`src/rtl/pcie_mst_arb_if.sv`:
```
// Requester and master-FIFO write-path signals shared between the two TLP
// sources and the pcie_mst_arb arbiter.
interface pcie_mst_arb_if;
  logic        req0_valid;
  logic        req0_ready;
  logic [17:0] req0_data;
  logic        req1_valid;
  logic        req1_ready;
  logic [17:0] req1_data;
  logic        mst_wr_en;
  logic [17:0] mst_din;
  logic        mst_full;

  modport slave (
    input  req0_valid, req0_data, req1_valid, req1_data, mst_full,
    output req0_ready, req1_ready, mst_wr_en, mst_din
  );

  modport master (
    output req0_valid, req0_data, req1_valid, req1_data, mst_full,
    input  req0_ready, req1_ready, mst_wr_en, mst_din
  );
endinterface

```
`src/rtl/pcie_mst_arb.sv`:
```
// Packet-atomic two-way round-robin arbiter for the pcie_tlp master write path,
// with per-requester packet counters and sticky protocol-error flags.
module pcie_mst_arb #(
  parameter int unsigned STALL_TIMEOUT = 255,
  parameter int unsigned CNT_W         = 16
) (
  input  logic               pcie_clk,
  input  logic               sys_rst_n,
  pcie_mst_arb_if.slave      bus,
  input  logic               err_clr,
  output logic [1:0]         gnt,
  output logic [CNT_W-1:0]   pkt_cnt0,
  output logic [CNT_W-1:0]   pkt_cnt1,
  output logic               err_sop,
  output logic               err_stall
);

  localparam int unsigned SOP_B     = 17;
  localparam int unsigned EOP_B     = 16;
  localparam logic [7:0]  STALL_LIM = 8'(STALL_TIMEOUT);

  typedef enum logic {IDLE, BUSY} state_t;

  state_t             state_q, state_d;
  logic               owner_q, owner_d;
  logic               rr_last_q, rr_last_d;
  logic [1:0]         gnt_q, gnt_d;
  logic [7:0]         stall_q, stall_d;
  logic [CNT_W-1:0]   cnt0_q, cnt0_d;
  logic [CNT_W-1:0]   cnt1_q, cnt1_d;
  logic               err_sop_q, err_sop_d;
  logic               err_stall_q, err_stall_d;

  logic               cand0, cand1, drop0, drop1;
  logic               own_valid, wr_en, ready0, ready1;
  logic               set_sop, set_stall;
  logic [17:0]        own_data, din;

  always_comb begin
    state_d   = state_q;
    owner_d   = owner_q;
    rr_last_d = rr_last_q;
    gnt_d     = gnt_q;
    stall_d   = stall_q;
    cnt0_d    = cnt0_q;
    cnt1_d    = cnt1_q;
    set_sop   = 1'b0;
    set_stall = 1'b0;
    wr_en     = 1'b0;
    ready0    = 1'b0;
    ready1    = 1'b0;
    din       = '0;
    cand0     = bus.req0_valid & bus.req0_data[SOP_B];
    cand1     = bus.req1_valid & bus.req1_data[SOP_B];
    drop0     = bus.req0_valid & ~bus.req0_data[SOP_B];
    drop1     = bus.req1_valid & ~bus.req1_data[SOP_B];
    own_valid = owner_q ? bus.req1_valid : bus.req0_valid;
    own_data  = owner_q ? bus.req1_data  : bus.req0_data;

    case (state_q)
      IDLE: begin
        // Stray mid-packet words are swallowed so a confused requester cannot wedge the bus.
        ready0  = drop0;
        ready1  = drop1;
        set_sop = drop0 | drop1;
        stall_d = '0;
        if (cand0 | cand1) begin
          owner_d   = (cand0 & cand1) ? ~rr_last_q : cand1;
          rr_last_d = owner_d;
          gnt_d     = owner_d ? 2'b10 : 2'b01;
          state_d   = BUSY;
        end
      end
      BUSY: begin
        din    = own_data;
        wr_en  = own_valid & ~bus.mst_full;
        ready0 = wr_en & ~owner_q;
        ready1 = wr_en & owner_q;
        if (wr_en) begin
          stall_d = '0;
          if (own_data[EOP_B]) begin
            state_d = IDLE;
            gnt_d   = 2'b00;
            if (owner_q) cnt1_d = cnt1_q + 1'b1;
            else         cnt0_d = cnt0_q + 1'b1;
          end
        end else if (!own_valid && stall_q != STALL_LIM) begin
          // Counter saturates at the limit; the flag fires once on arrival.
          stall_d   = stall_q + 8'd1;
          set_stall = (stall_q == STALL_LIM - 8'd1);
        end
      end
      default: state_d = IDLE;
    endcase

    err_sop_d   = (err_sop_q & ~err_clr) | set_sop;
    err_stall_d = (err_stall_q & ~err_clr) | set_stall;
  end

  always_ff @(posedge pcie_clk or negedge sys_rst_n) begin
    if (!sys_rst_n) begin
      state_q     <= IDLE;
      owner_q     <= 1'b0;
      rr_last_q   <= 1'b1;
      gnt_q       <= 2'b00;
      stall_q     <= '0;
      cnt0_q      <= '0;
      cnt1_q      <= '0;
      err_sop_q   <= 1'b0;
      err_stall_q <= 1'b0;
    end else begin
      state_q     <= state_d;
      owner_q     <= owner_d;
      rr_last_q   <= rr_last_d;
      gnt_q       <= gnt_d;
      stall_q     <= stall_d;
      cnt0_q      <= cnt0_d;
      cnt1_q      <= cnt1_d;
      err_sop_q   <= err_sop_d;
      err_stall_q <= err_stall_d;
    end
  end

  assign bus.mst_wr_en  = wr_en;
  assign bus.mst_din    = din;
  assign bus.req0_ready = ready0;
  assign bus.req1_ready = ready1;
  assign gnt            = gnt_q;
  assign pkt_cnt0       = cnt0_q;
  assign pkt_cnt1       = cnt1_q;
  assign err_sop        = err_sop_q;
  assign err_stall      = err_stall_q;

endmodule

```
`src/flat_wrapper.sv`:
```
// flat-port wrapper written by rule: the top's interface ports become plain ports
module pcie_mst_arb_flat 
#(
  parameter int unsigned STALL_TIMEOUT = 255,
  parameter int unsigned CNT_W         = 16
)
  (pcie_clk, sys_rst_n, err_clr, gnt, pkt_cnt0, pkt_cnt1, err_sop, err_stall, bus_req0_valid, bus_req0_data, bus_req1_valid, bus_req1_data, bus_mst_full, bus_req0_ready, bus_req1_ready, bus_mst_wr_en, bus_mst_din);
  pcie_mst_arb_if bus_i ();
  input  logic pcie_clk;
  input  logic sys_rst_n;
  input  logic err_clr;
  output logic [1:0] gnt;
  output logic [CNT_W-1:0] pkt_cnt0;
  output logic [CNT_W-1:0] pkt_cnt1;
  output logic err_sop;
  output logic err_stall;
  input wire logic [$bits(bus_i.req0_valid)-1:0] bus_req0_valid;
  input wire logic [$bits(bus_i.req0_data)-1:0] bus_req0_data;
  input wire logic [$bits(bus_i.req1_valid)-1:0] bus_req1_valid;
  input wire logic [$bits(bus_i.req1_data)-1:0] bus_req1_data;
  input wire logic [$bits(bus_i.mst_full)-1:0] bus_mst_full;
  output wire logic [$bits(bus_i.req0_ready)-1:0] bus_req0_ready;
  output wire logic [$bits(bus_i.req1_ready)-1:0] bus_req1_ready;
  output wire logic [$bits(bus_i.mst_wr_en)-1:0] bus_mst_wr_en;
  output wire logic [$bits(bus_i.mst_din)-1:0] bus_mst_din;
  assign bus_i.req0_valid = bus_req0_valid;
  assign bus_i.req0_data = bus_req0_data;
  assign bus_i.req1_valid = bus_req1_valid;
  assign bus_i.req1_data = bus_req1_data;
  assign bus_i.mst_full = bus_mst_full;
  assign bus_req0_ready = bus_i.req0_ready;
  assign bus_req1_ready = bus_i.req1_ready;
  assign bus_mst_wr_en = bus_i.mst_wr_en;
  assign bus_mst_din = bus_i.mst_din;
  pcie_mst_arb #(.STALL_TIMEOUT(STALL_TIMEOUT), .CNT_W(CNT_W)) u_core (.pcie_clk(pcie_clk), .sys_rst_n(sys_rst_n), .bus(bus_i), .err_clr(err_clr), .gnt(gnt), .pkt_cnt0(pkt_cnt0), .pkt_cnt1(pkt_cnt1), .err_sop(err_sop), .err_stall(err_stall));
endmodule
```
`config.mk`:
```
export PLATFORM = sky130hd
export DESIGN_NAME = pcie_mst_arb_flat
export DESIGN_NICKNAME = d
export VERILOG_FILES = /design/src/rtl/pcie_mst_arb_if.sv /design/src/rtl/pcie_mst_arb.sv /design/src/flat_wrapper.sv
export SDC_FILE = /design/constraint.sdc
export NUM_CORES = 1
export LEC_CHECK = 0
export BUFFER_PORTS_ARGS = -buffer_cell sky130_fd_sc_hd__buf_2
export CAP_MARGIN = 10
export CORE_MARGIN = 2
export CORE_UTILIZATION = 42
export DETAILED_ROUTE_END_ITERATION = 16
export GPL_TIMING_DRIVEN = 0
export PLACE_DENSITY_LB_ADDON = 0.12
export SKIP_LAST_GASP = 1
export SYNTH_ARGS = -nofsm -noshare
export SYNTH_HDL_FRONTEND = slang
export SYNTH_SLANG_ARGS = --single-unit
```
`constraint.sdc`:
```
create_clock -name pcie_clk -period 1.82 [get_ports pcie_clk]
set_input_delay 0.091 -clock pcie_clk [delete_from_list [all_inputs] [get_ports pcie_clk]]
set_output_delay 0.091 -clock pcie_clk [all_outputs]
set_load 0.1 [all_outputs]
```
==> impl_metrics.py, run 1 <==
metrics = {
    "clock_network": {
        "cts.clk_slew.worst_paths_ns": 0.09,
        "cts_buffers": 5,
        "cts_tree": "built",
        "htree_levels": 2,
        "cts_sinks": 47,
        "clockRootBuffer": "clkbuf_8",
        "clock_path_buffers": 2,
        "clock_latency_ns": 0.29,
    },
    "timing": {
        "tightest_slew_ns": 1.04,
        "period_share": 0.955,
        "fin_crit_ns": 1.74,
        "whs_ns": -0.0289,
        "timing.fmax_ghz": 0.575,
        "slew_headroom": 0.304,
        "finalSetupViolCount": 0,
        "rsz0062_at_grt": "yes",
        "finalHoldViolCount": 46,
        "slew_violations": 0,
        "fin_worst_skew_ns": 0.00627,
    },
    "synth": {
        "syn_inst": 249,
        "ys_seq_elements": 47,
        "async_reset_ff_frac": 1.00,
        "synth_top_flop_cell": "dfrtp_1",
        "synth.area.mux_share": 0.0910,
        "ys.warnings.count": 0,
        "yosys.cell_types.count": 41,
        "syn_nets": 295,
        "synth-compound-area-share": 0.0590,
        "yosysSeqAreaShare": 0.455,
        "syn_area_per_cell_um2": 10.4,
        "synth_adder_area_share": 0.0194,
        "yosys.area_share.simple": 0.230,
        "synthTopCellsByCount": "dfrtp_1 (46), nor2_1 (21), xnor2_1 (21), nor2b_1 (20), mux2i_1 (19)",
        "synth-xor-area-share": 0.119,
        "syn_area_um2": 2590,
        "synth.most_common_cell": "dfrtp_1",
        "synth_top_family_by_area": "simple AND/OR/NAND/NOR gates",
        "yosysTopAreaCell": "dfrtp_1",
        "synth_edf_count": 0,
        "synth.area.top_cells": "dfrtp_1 (45%), mux2i_1 (7.4%), xnor2_1 (7.1%)",
        "synth_top_area_frac": 0.445,
    },
    "outcome": {
        "violations": "hold timing",
        "status": "finished with violations",
    },
    "placed_design": {
        "hpwl_um": 4280,
        "place.gp.congestion": 0.773,
        "placed_area_um2": 3300,
        "io_buffers": 98,
    },
    "floorplan": {
        "start_util": 0.437,
        "die_h_um": 82.5,
        "fp.dieW_um": 82.5,
        "dieArea_um2": 6800,
        "io_pins": 99,
        "fp.coreArea_um2": 5920,
        "row_count": 28,
    },
    "layout": {
        "drive_gt1_frac": 0.471,
        "synthToLayoutAreaGrowth_pct": 35.7,
        "nets": 402,
        "fin_area_um2": 3510,
        "antennaDiodeCount": 0,
        "n_fill_cell": 533,
    },
    "global_routing": {
        "grt_pass1_vias": 2113,
        "grt_overflow": 0,
        "grt_pass1_wl_um": 9480,
        "antenna_found_initial": 0,
        "grt_use_total": 0.177,
        "grt_max_degree": 48,
    },
    "critical_path": {
        "cp_cell_sequence": "buf_2 > buf_2 > nand3b_1 > o21ai_0 > and2_2 > buf_6",
        "crit_family": "buffers and inverters",
        "ff2ff_setup_slack_ns": 0.08,
        "arrival_ns": 1.65,
        "end_kind": "primary output",
        "slowest_stage": "dfrtp_1",
        "path_max_fanout": 10,
        "cp.buffers_inverters": 3,
        "worst_path_largest_cell_delay_ns": 0.33,
        "cp-start-kind": "register",
        "crit_top_cell": "buf_2",
        "crit_type": "register to primary output",
        "cp.required_ns": 1.73,
    },
    "detailed_routing": {
        "avgRoutedWirePerCell_um": 13.3,
        "wl_um": 5730,
        "via_count": 2162,
        "drc": 0,
        "avgViaCountPerCell": 5.00,
        "ant_nets": 0,
        "drt_iter0_markers": 35,
        "firstDrtPassIters": 4,
    },
    "power": {
        "p_leak_uw": 0.00177,
        "peakVddDrop_mv": 1.60,
        "power-per-cell-area_nw_per_um2": 1690,
        "p_total_uw": 5930,
    },
    "hold_path": {
        "holdCritPathClass": "input port to async pin",
    },
    "flow_run": {
        "cap_violations": 0,
    },
}
[flip-flops by register name, indices dropped and copies added, names as in the netlist]
register / flops
u_core.owner_q: 1
u_core.state_q: 1
u_core.gnt: 2
u_core.rr_last_q: 1
u_core.pkt_cnt0: 16
u_core.pkt_cnt1: 16
u_core.stall_q: 8
u_core.err_stall: 1
u_core.err_sop: 1
[metrics by stage]
stage / TNS, ns / cells / setup slack (ns) / hold WS, ns / util
floorplan: -0.109 / 249 / -0.109 / -0.205 / -
global placement: -0.0165 / 422 / -0.0157 / 0.296 / 0.557
detailed placement: -0.0276 / 422 / -0.0120 / 0.303 / 0.557
CTS: 0 / 431 / 0.0225 / 0.0244 / 0.591
global route: -0.0726 / 432 / -0.0411 / 0.0669 / 0.593
finish: 0 / 432 / 0.0814 / -0.0289 / 0.593
[report_power, final]
group	total (µW)	switching, µW	internal (µW)	leakage [µW]
clock network	899	350	549	0.0000654
logic	3650	2770	882	0.00112
registers	1380	145	1230	0.000584
[placed cells by master, fill, tap and decap left out, types with 2 or more instances in the layout]
cell type,count
ha_1,4
clkbuf_8,5
dfrtp_1,23
mux2_2,2
o21ai_0,7
dfrtp_4,6
nand2_1,14
bufinv_16,2
nor4_1,3
a21oi_1,4
buf_4,20
dfrtp_2,17
and4_1,2
clkbuf_2,2
nor3_1,3
nand3_1,12
nor2b_4,7
o211ai_1,3
nor4_2,3
xor2_1,14
nand3b_1,3
nand4_1,8
and3_1,5
xnor2_1,21
nor2b_2,12
nor2_1,20
buf_2,82
inv_1,9
mux2i_1,19
o21a_1,2
or4_1,2
buf_6,2
[final cells by class]
| class | instances | area [µm²] | share of cell area |
|---|---|---|---|
| inverters | 9 | 33.8 | 0.00963 |
| plain buffers | 7 | 41.3 | 0.0118 |
| flip-flops and latches | 47 | 1220 | 0.348 |
| repair buffers | 100 | 562 | 0.160 |
| clock buffers | 6 | 72.6 | 0.0207 |
| clock inverters | 2 | 60.1 | 0.0171 |
| multi-input cells | 186 | 1430 | 0.406 |
| well taps | 75 | 93.8 | 0.0267 |
[cells by family after synthesis]
group | count (synthesis)
simple gates | 104
flops | 47
xor+xnor | 35
mux | 22
compound gates | 21
buf+inv | 16
fa+ha+maj | 4
[per-layer routing]
layer  global-route usage  vias up  share of wire
li1                     -     1074              -
met1                0.203     1020           0.43
met2                0.327       62           0.51
met3               0.0435        6          0.060
met4               0.0450        0         0.0070
met5                    0        -              0
[worst register-to-register path, cell delays in order, from the launching register on]
cell and delay [ns]:
dfrtp_1 0.34, buf_6 0.13, mux2i_4 0.42, o21ai_4 0.14, or4_1 0.52, o21ai_0 0.10
[worst paths after layout]
check                           cells after the start                       startpoint                         endpoint
worst max-delay path                                6         u_core.state_q$_DFF_PN0_                   bus_req1_ready
max in group asynchronous                           1                        sys_rst_n   u_core.pkt_cnt1[4]$_DFFE_PN0P_
worst max register to register                      5       u_core.owner_q$_DFFE_PN0P_    u_core.stall_q[7]$_DFFE_PN0P_
worst min-delay path                                1                        sys_rst_n   u_core.pkt_cnt0[6]$_DFFE_PN0P_
worst min register to register                      1  u_core.pkt_cnt1[15]$_DFFE_PN0P_  u_core.pkt_cnt1[15]$_DFFE_PN0P_
min in group pcie_clk                               3                bus_req0_data[17]         u_core.state_q$_DFF_PN0_
[repair_timing]
item / 4_1_cts / 5_1_grt
endpoints found under the hold margin: 2 / 0
hold buffers: 1 / 0
setup endpoints to repair: 20 / 20
setup buffers: 0 / 1
gates resized for setup: 23 / 4
Note: power is estimated with default switching activity, not from simulation.
==> run 2, diff against run 1 <==
--- a/config.mk
+++ b/config.mk
@@ -12,6 +12,7 @@
 export DETAILED_ROUTE_END_ITERATION = 16
 export GPL_TIMING_DRIVEN = 0
 export PLACE_DENSITY_LB_ADDON = 0.12
+export RECOVER_POWER = 25
 export SKIP_LAST_GASP = 1
 export SYNTH_ARGS = -nofsm -noshare
 export SYNTH_HDL_FRONTEND = slang
==> run 2 against run 1 <==
Setup slack stayed put. Count of clock-buffer cells in the layout stayed put. The flow now finishes without violations. First-iteration DRC count stayed put. Register-to-register slack hardly changed. Hold slack better by 0.042 ns. Clock skew stayed put. Clock power hardly changed. Fmax stayed put.
==> impl_metrics.py, run 2 (synthesis results as in run 1) <==
metrics = {
    "outcome": {
        "status": "complete, no violations",
    },
    "timing": {
        "slew_violations": 0,
        "timing.fmax_ghz": 0.575,
        "finalHoldViolCount": 0,
        "fin_worst_skew_ns": 0.00627,
        "fin_crit_ns": 1.74,
        "setup_tns_ns": 0,
        "period_share": 0.955,
        "finalSetupViolCount": 0,
        "slew_headroom": 0.222,
        "rsz0062_at_grt": "yes",
        "tightest_slew_ns": 1.17,
        "setup_ws_ns": 0.0814,
    },
    "placed_design": {
        "place_inst": 422,
        "place.gp.congestion": 0.773,
        "hpwl_um": 4280,
        "placed_area_um2": 3300,
        "io_buffers": 98,
        "pre_cts_ws_ns": -0.0120,
    },
    "power": {
        "p_leak_uw": 0.00177,
        "switchingPower_uw": 3260,
        "power-per-cell-area_nw_per_um2": 1690,
        "peakVddDrop_mv": 1.60,
        "switching_share": 0.551,
        "comb_power_share": 0.616,
        "p_int_uw": 2660,
        "seq_power_share": 0.233,
        "p_clk_frac": 0.152,
    },
    "global_routing": {
        "grt_pass1_vias": 2113,
        "grt_overflow": 0,
        "grt_pass1_wl_um": 9480,
        "antenna_found_initial": 0,
        "grt_max_degree": 48,
        "grt_use_total": 0.177,
    },
    "layout": {
        "layoutNonFillerInstCount": 432,
        "final_util": 0.593,
        "drive_gt1_frac": 0.471,
        "nets": 402,
        "antennaDiodeCount": 0,
        "synthToLayoutAreaGrowth_pct": 35.7,
        "fin_area_um2": 3510,
        "layout_commonest_cell": "buf_2",
        "mostFrequentLayoutCells": "buf_2 (81), dfrtp_1 (23), xnor2_1 (21)",
    },
    "critical_path": {
        "path_max_fanout": 10,
        "slowest_stage": "dfrtp_1",
        "worst_path_largest_cell_delay_ns": 0.33,
        "cp.required_ns": 1.73,
        "cp_cell_sequence": "buf_2 > buf_2 > nand3b_1 > o21ai_0 > and2_2 > buf_6",
        "crit_start": "u_core.state_q$_DFF_PN0_",
        "arrival_ns": 1.65,
        "end_kind": "primary output",
        "crit_top_cell": "buf_2",
        "cp-start-kind": "register",
        "crit_type": "register to primary output",
        "rr_startpoint": "u_core.owner_q$_DFFE_PN0P_",
    },
    "floorplan": {
        "die_h_um": 82.5,
        "row_count": 28,
        "dieArea_um2": 6800,
        "fp.coreArea_um2": 5920,
        "fp.dieW_um": 82.5,
        "io_pins": 99,
        "start_util": 0.437,
    },
    "detailed_routing": {
        "drc": 0,
        "top_layer_used": "met4",
        "drt_iter0_markers": 35,
        "avgRoutedWirePerCell_um": 13.3,
        "avgViaCountPerCell": 5.00,
        "wl_met3_um": 342,
        "firstDrtPassIters": 4,
        "wl_um": 5730,
        "ant_nets": 0,
        "wl_met1_um": 2440,
        "met2_length_um": 2900,
        "via_count": 2162,
    },
    "clock_network": {
        "clockRootBuffer": "clkbuf_8",
        "clock_latency_ns": 0.29,
        "clock_path_buffers": 2,
        "cts_buffers": 5,
        "cts_sinks": 47,
        "htree_levels": 2,
        "cts.clk_slew.worst_paths_ns": 0.09,
        "cts_tree": "built",
    },
    "hold_path": {
        "holdCritPathClass": "input port to async pin",
    },
    "flow_run": {
        "cap_violations": 0,
    },
}
==> run 2: critical path: cells and delay by family (launching register included) <==
family          cells  cell delay, ns
buf+inv             3            0.69
flops               1            0.33
simple gates        2            0.26
compound gates      1            0.07
==> run 2: per-layer routing <==
metal,track usage,vias up
met4,0.0450,0
met5,0,-
li1,-,1074
met3,0.0435,6
met1,0.203,1020
met2,0.327,62
==> run 2: power groups by stage <==
stage / sequential (µW) / combinational [µW] / clock [µW]
3_3_place_gp: 1390 / 3520 / 0
4_1_cts: 1380 / 3670 / 919
6_report: 1380 / 3650 / 899
5_1_grt: 1410 / 3820 / 949
3_5_place_dp: 1400 / 3540 / 0
2_1_floorplan: 2100 / 2320 / 0
==> run 2: path summary, 6_finish.rpt <==
path / end / slack (ns) / depth (start not counted)
max: bus_req1_ready / 0.08 / 6
min: u_core.pkt_cnt0[6]$_DFFE_PN0P_ / 0.01 / 1
max reg2reg: u_core.stall_q[7]$_DFFE_PN0P_ / 0.08 / 5
min reg2reg: u_core.pkt_cnt1[15]$_DFFE_PN0P_ / 0.47 / 1
max in group asynchronous: u_core.pkt_cnt1[4]$_DFFE_PN0P_ / 0.96 / 1
min in group pcie_clk: u_core.state_q$_DFF_PN0_ / 0.11 / 3
==> run 2: timing repair <==
action / in CTS / in global routing
setup buffers: 0 / 1
endpoints found under the hold margin: 2 / 0
pin swaps: 0 / 0
hold buffers: 1 / 0
gates resized for setup: 23 / 4
setup endpoints to repair: 20 / 20
==> run 2: per-stage QoR <==
stage	total power [µW]	hold slack (ns)
global placement	4910	0.296
CTS	5970	0.0244
detailed placement	4940	0.303
floorplan	4420	-0.205
global route	6180	0.120
finish	5930	0.0129
==> run 2: layout make-up <==
cell class              count  area [µm²]
clock buffers               6        72.6
inverters                   9        33.8
well taps                  75        93.8
plain buffers               7        41.3
clock inverters             2        60.1
multi-input cells         186        1430
fillers                   533        2410
repair buffers            100         562
flip-flops and latches     47        1220
==> run 3, diff against run 2 <==
--- a/config.mk
+++ b/config.mk
@@ -8,12 +8,13 @@
 export BUFFER_PORTS_ARGS = -buffer_cell sky130_fd_sc_hd__buf_2
 export CAP_MARGIN = 10
 export CORE_MARGIN = 2
-export CORE_UTILIZATION = 42
+export CORE_UTILIZATION = 45
 export DETAILED_ROUTE_END_ITERATION = 16
 export GPL_TIMING_DRIVEN = 0
 export PLACE_DENSITY_LB_ADDON = 0.12
 export RECOVER_POWER = 25
 export SKIP_LAST_GASP = 1
+export SLEW_MARGIN = 20
 export SYNTH_ARGS = -nofsm -noshare
 export SYNTH_HDL_FRONTEND = slang
 export SYNTH_SLANG_ARGS = --single-unit
==> run 3 against run 2 <==
Flip-flop and latch count is the same. Sequential power is essentially flat. Fmax increased by 0.50%. Cell area rose by 0.18%. Cell count down 0.46%. Die area is 6.3% lower. Core utilization up 4.2 points. Hold slack gained 0.097 ns. Critical path type unchanged. Highest routed layer unchanged.
==> impl_metrics.py, run 3 (synthesis results as in run 1) <==
metrics = {
    "critical_path": {
        "cp-start-kind": "register",
        "end_kind": "primary output",
        "path_max_fanout": 10,
        "crit_type": "register to primary output",
        "arrival_ns": 1.64,
        "cp.required_ns": 1.73,
    },
    "clock_network": {
        "cts_tree": "built",
        "cts_sinks": 47,
        "cts_buffers": 5,
        "clock_path_buffers": 2,
        "clockRootBuffer": "clkbuf_8",
        "clock_latency_ns": 0.29,
        "htree_levels": 2,
        "cts.clk_slew.worst_paths_ns": 0.09,
    },
    "layout": {
        "fin_area_um2": 3520,
        "synthToLayoutAreaGrowth_pct": 35.9,
        "drive_gt1_frac": 0.483,
        "nets": 403,
        "antennaDiodeCount": 0,
        "layout_commonest_cell": "buf_2",
        "mostFrequentLayoutCells": "buf_2 (79), dfrtp_1 (23), xnor2_1 (21)",
    },
    "flow_run": {
        "cap_violations": 0,
    },
    "global_routing": {
        "antenna_found_initial": 0,
        "grt_overflow": 0,
        "grt_max_degree": 48,
        "grt_pass1_wl_um": 9360,
        "grt_use_total": 0.183,
        "grt_pass1_vias": 2091,
    },
    "timing": {
        "timing.fmax_ghz": 0.578,
        "whs_ns": 0.110,
        "finalSetupViolCount": 0,
        "rsz0062_at_grt": "yes",
        "slew_headroom": 0.235,
        "finalHoldViolCount": 0,
        "fin_crit_ns": 1.73,
        "period_share": 0.950,
        "setup_ws_ns": 0.0901,
        "setup_tns_ns": 0,
        "tightest_slew_ns": 1.15,
        "slew_violations": 0,
        "fin_worst_skew_ns": 0.00309,
    },
    "detailed_routing": {
        "avgViaCountPerCell": 5.01,
        "ant_nets": 0,
        "drt_iter0_markers": 64,
        "drc": 0,
        "firstDrtPassIters": 4,
        "avgRoutedWirePerCell_um": 13.0,
        "via_count": 2155,
        "wl_um": 5580,
    },
    "floorplan": {
        "fp.dieW_um": 79.8,
        "row_count": 27,
        "dieArea_um2": 6370,
        "io_pins": 99,
        "die_h_um": 79.8,
        "fp.coreArea_um2": 5540,
        "start_util": 0.467,
    },
    "placed_design": {
        "io_buffers": 98,
        "hpwl_um": 4150,
        "pre_cts_ws_ns": -0.00751,
        "placed_area_um2": 3300,
        "place.gp.congestion": 0.755,
    },
    "power": {
        "power-per-cell-area_nw_per_um2": 1660,
        "peakVddDrop_mv": 1.58,
        "p_leak_uw": 0.00177,
    },
    "outcome": {
        "status": "complete, no violations",
    },
    "hold_path": {
        "holdCritPathClass": "input port to register",
    },
}
## run 3: cell count changes in the layout (fill, tap and decap cells not counted), moves of 2 or more
cell / previous run / this run
mux2i_1: 19 / 15
buf_2: 81 / 79
clkbuf_4: 0 / 2
mux2i_2: 0 / 4
## run 3: where the power goes
group	internal, µW	switching, µW
Sequential	1230	142
Clock	409	359
Combinational	911	2780
Total	2550	3280
## run 3: layout make-up
type	instances	area (µm²)
Fill cell	472	2020
Multi-Input combinational cell	186	1440
Sequential cell	47	1220
Timing Repair Buffer	101	572
Tap cell	72	90.1
Clock buffer	5	68.8
Buffer	7	46.3
Clock inverter	3	43.8
Inverter	9	33.8
## run 3: per-layer routing
metal,up-vias,wire [µm],global-route usage
li1,1076,-,-
met1,1011,2430,0.223
met2,64,2770,0.318
met3,4,344,0.0509
met4,0,34,0.0458
met5,-,0,0
## run 3: worst max-delay path, stage by stage, from the launching register on
cell and delay [ns]:
dfrtp_1 0.35, buf_6 0.13, clkbuf_4 0.25, mux2i_2 0.32, nor2b_4 0.06, buf_4 0.23
## run 3: what timing repair did
action,in CTS,in global routing
buffers inserted,0,1
gates cloned,0,0
hold buffers,1,1
hold endpoints to repair,2,46
endpoints found under the setup margin,20,16
resized for setup,22,12
## run 3: worst paths after layout
kind                                                  from                              end  slack (ns)  cells past startpoint
setup / recovery                u_core.owner_q$_DFFE_PN0P_                  bus_mst_din[12]        0.09                      5
hold / removal                           bus_req0_data[17]         u_core.state_q$_DFF_PN0_        0.11                      3
setup reg to reg                u_core.owner_q$_DFFE_PN0P_    u_core.stall_q[7]$_DFFE_PN0P_        0.10                      5
hold reg to reg            u_core.pkt_cnt0[15]$_DFFE_PN0P_  u_core.pkt_cnt0[15]$_DFFE_PN0P_        0.47                      1
max in group asynchronous                        sys_rst_n   u_core.pkt_cnt1[2]$_DFFE_PN0P_        0.44                      2
min in group asynchronous                        sys_rst_n   u_core.pkt_cnt0[1]$_DFFE_PN0P_        0.55                      2
## run 3: per-stage QoR
| step | std cells | utilization | total power (µW) |
|---|---|---|---|
| floorplan | 249 | - | 4420 |
| global placement | 419 | 0.595 | 4910 |
| detailed placement | 419 | 0.595 | 4930 |
| CTS | 428 | 0.627 | 5840 |
| global route | 430 | 0.635 | 6110 |
| finish | 430 | 0.635 | 5840 |
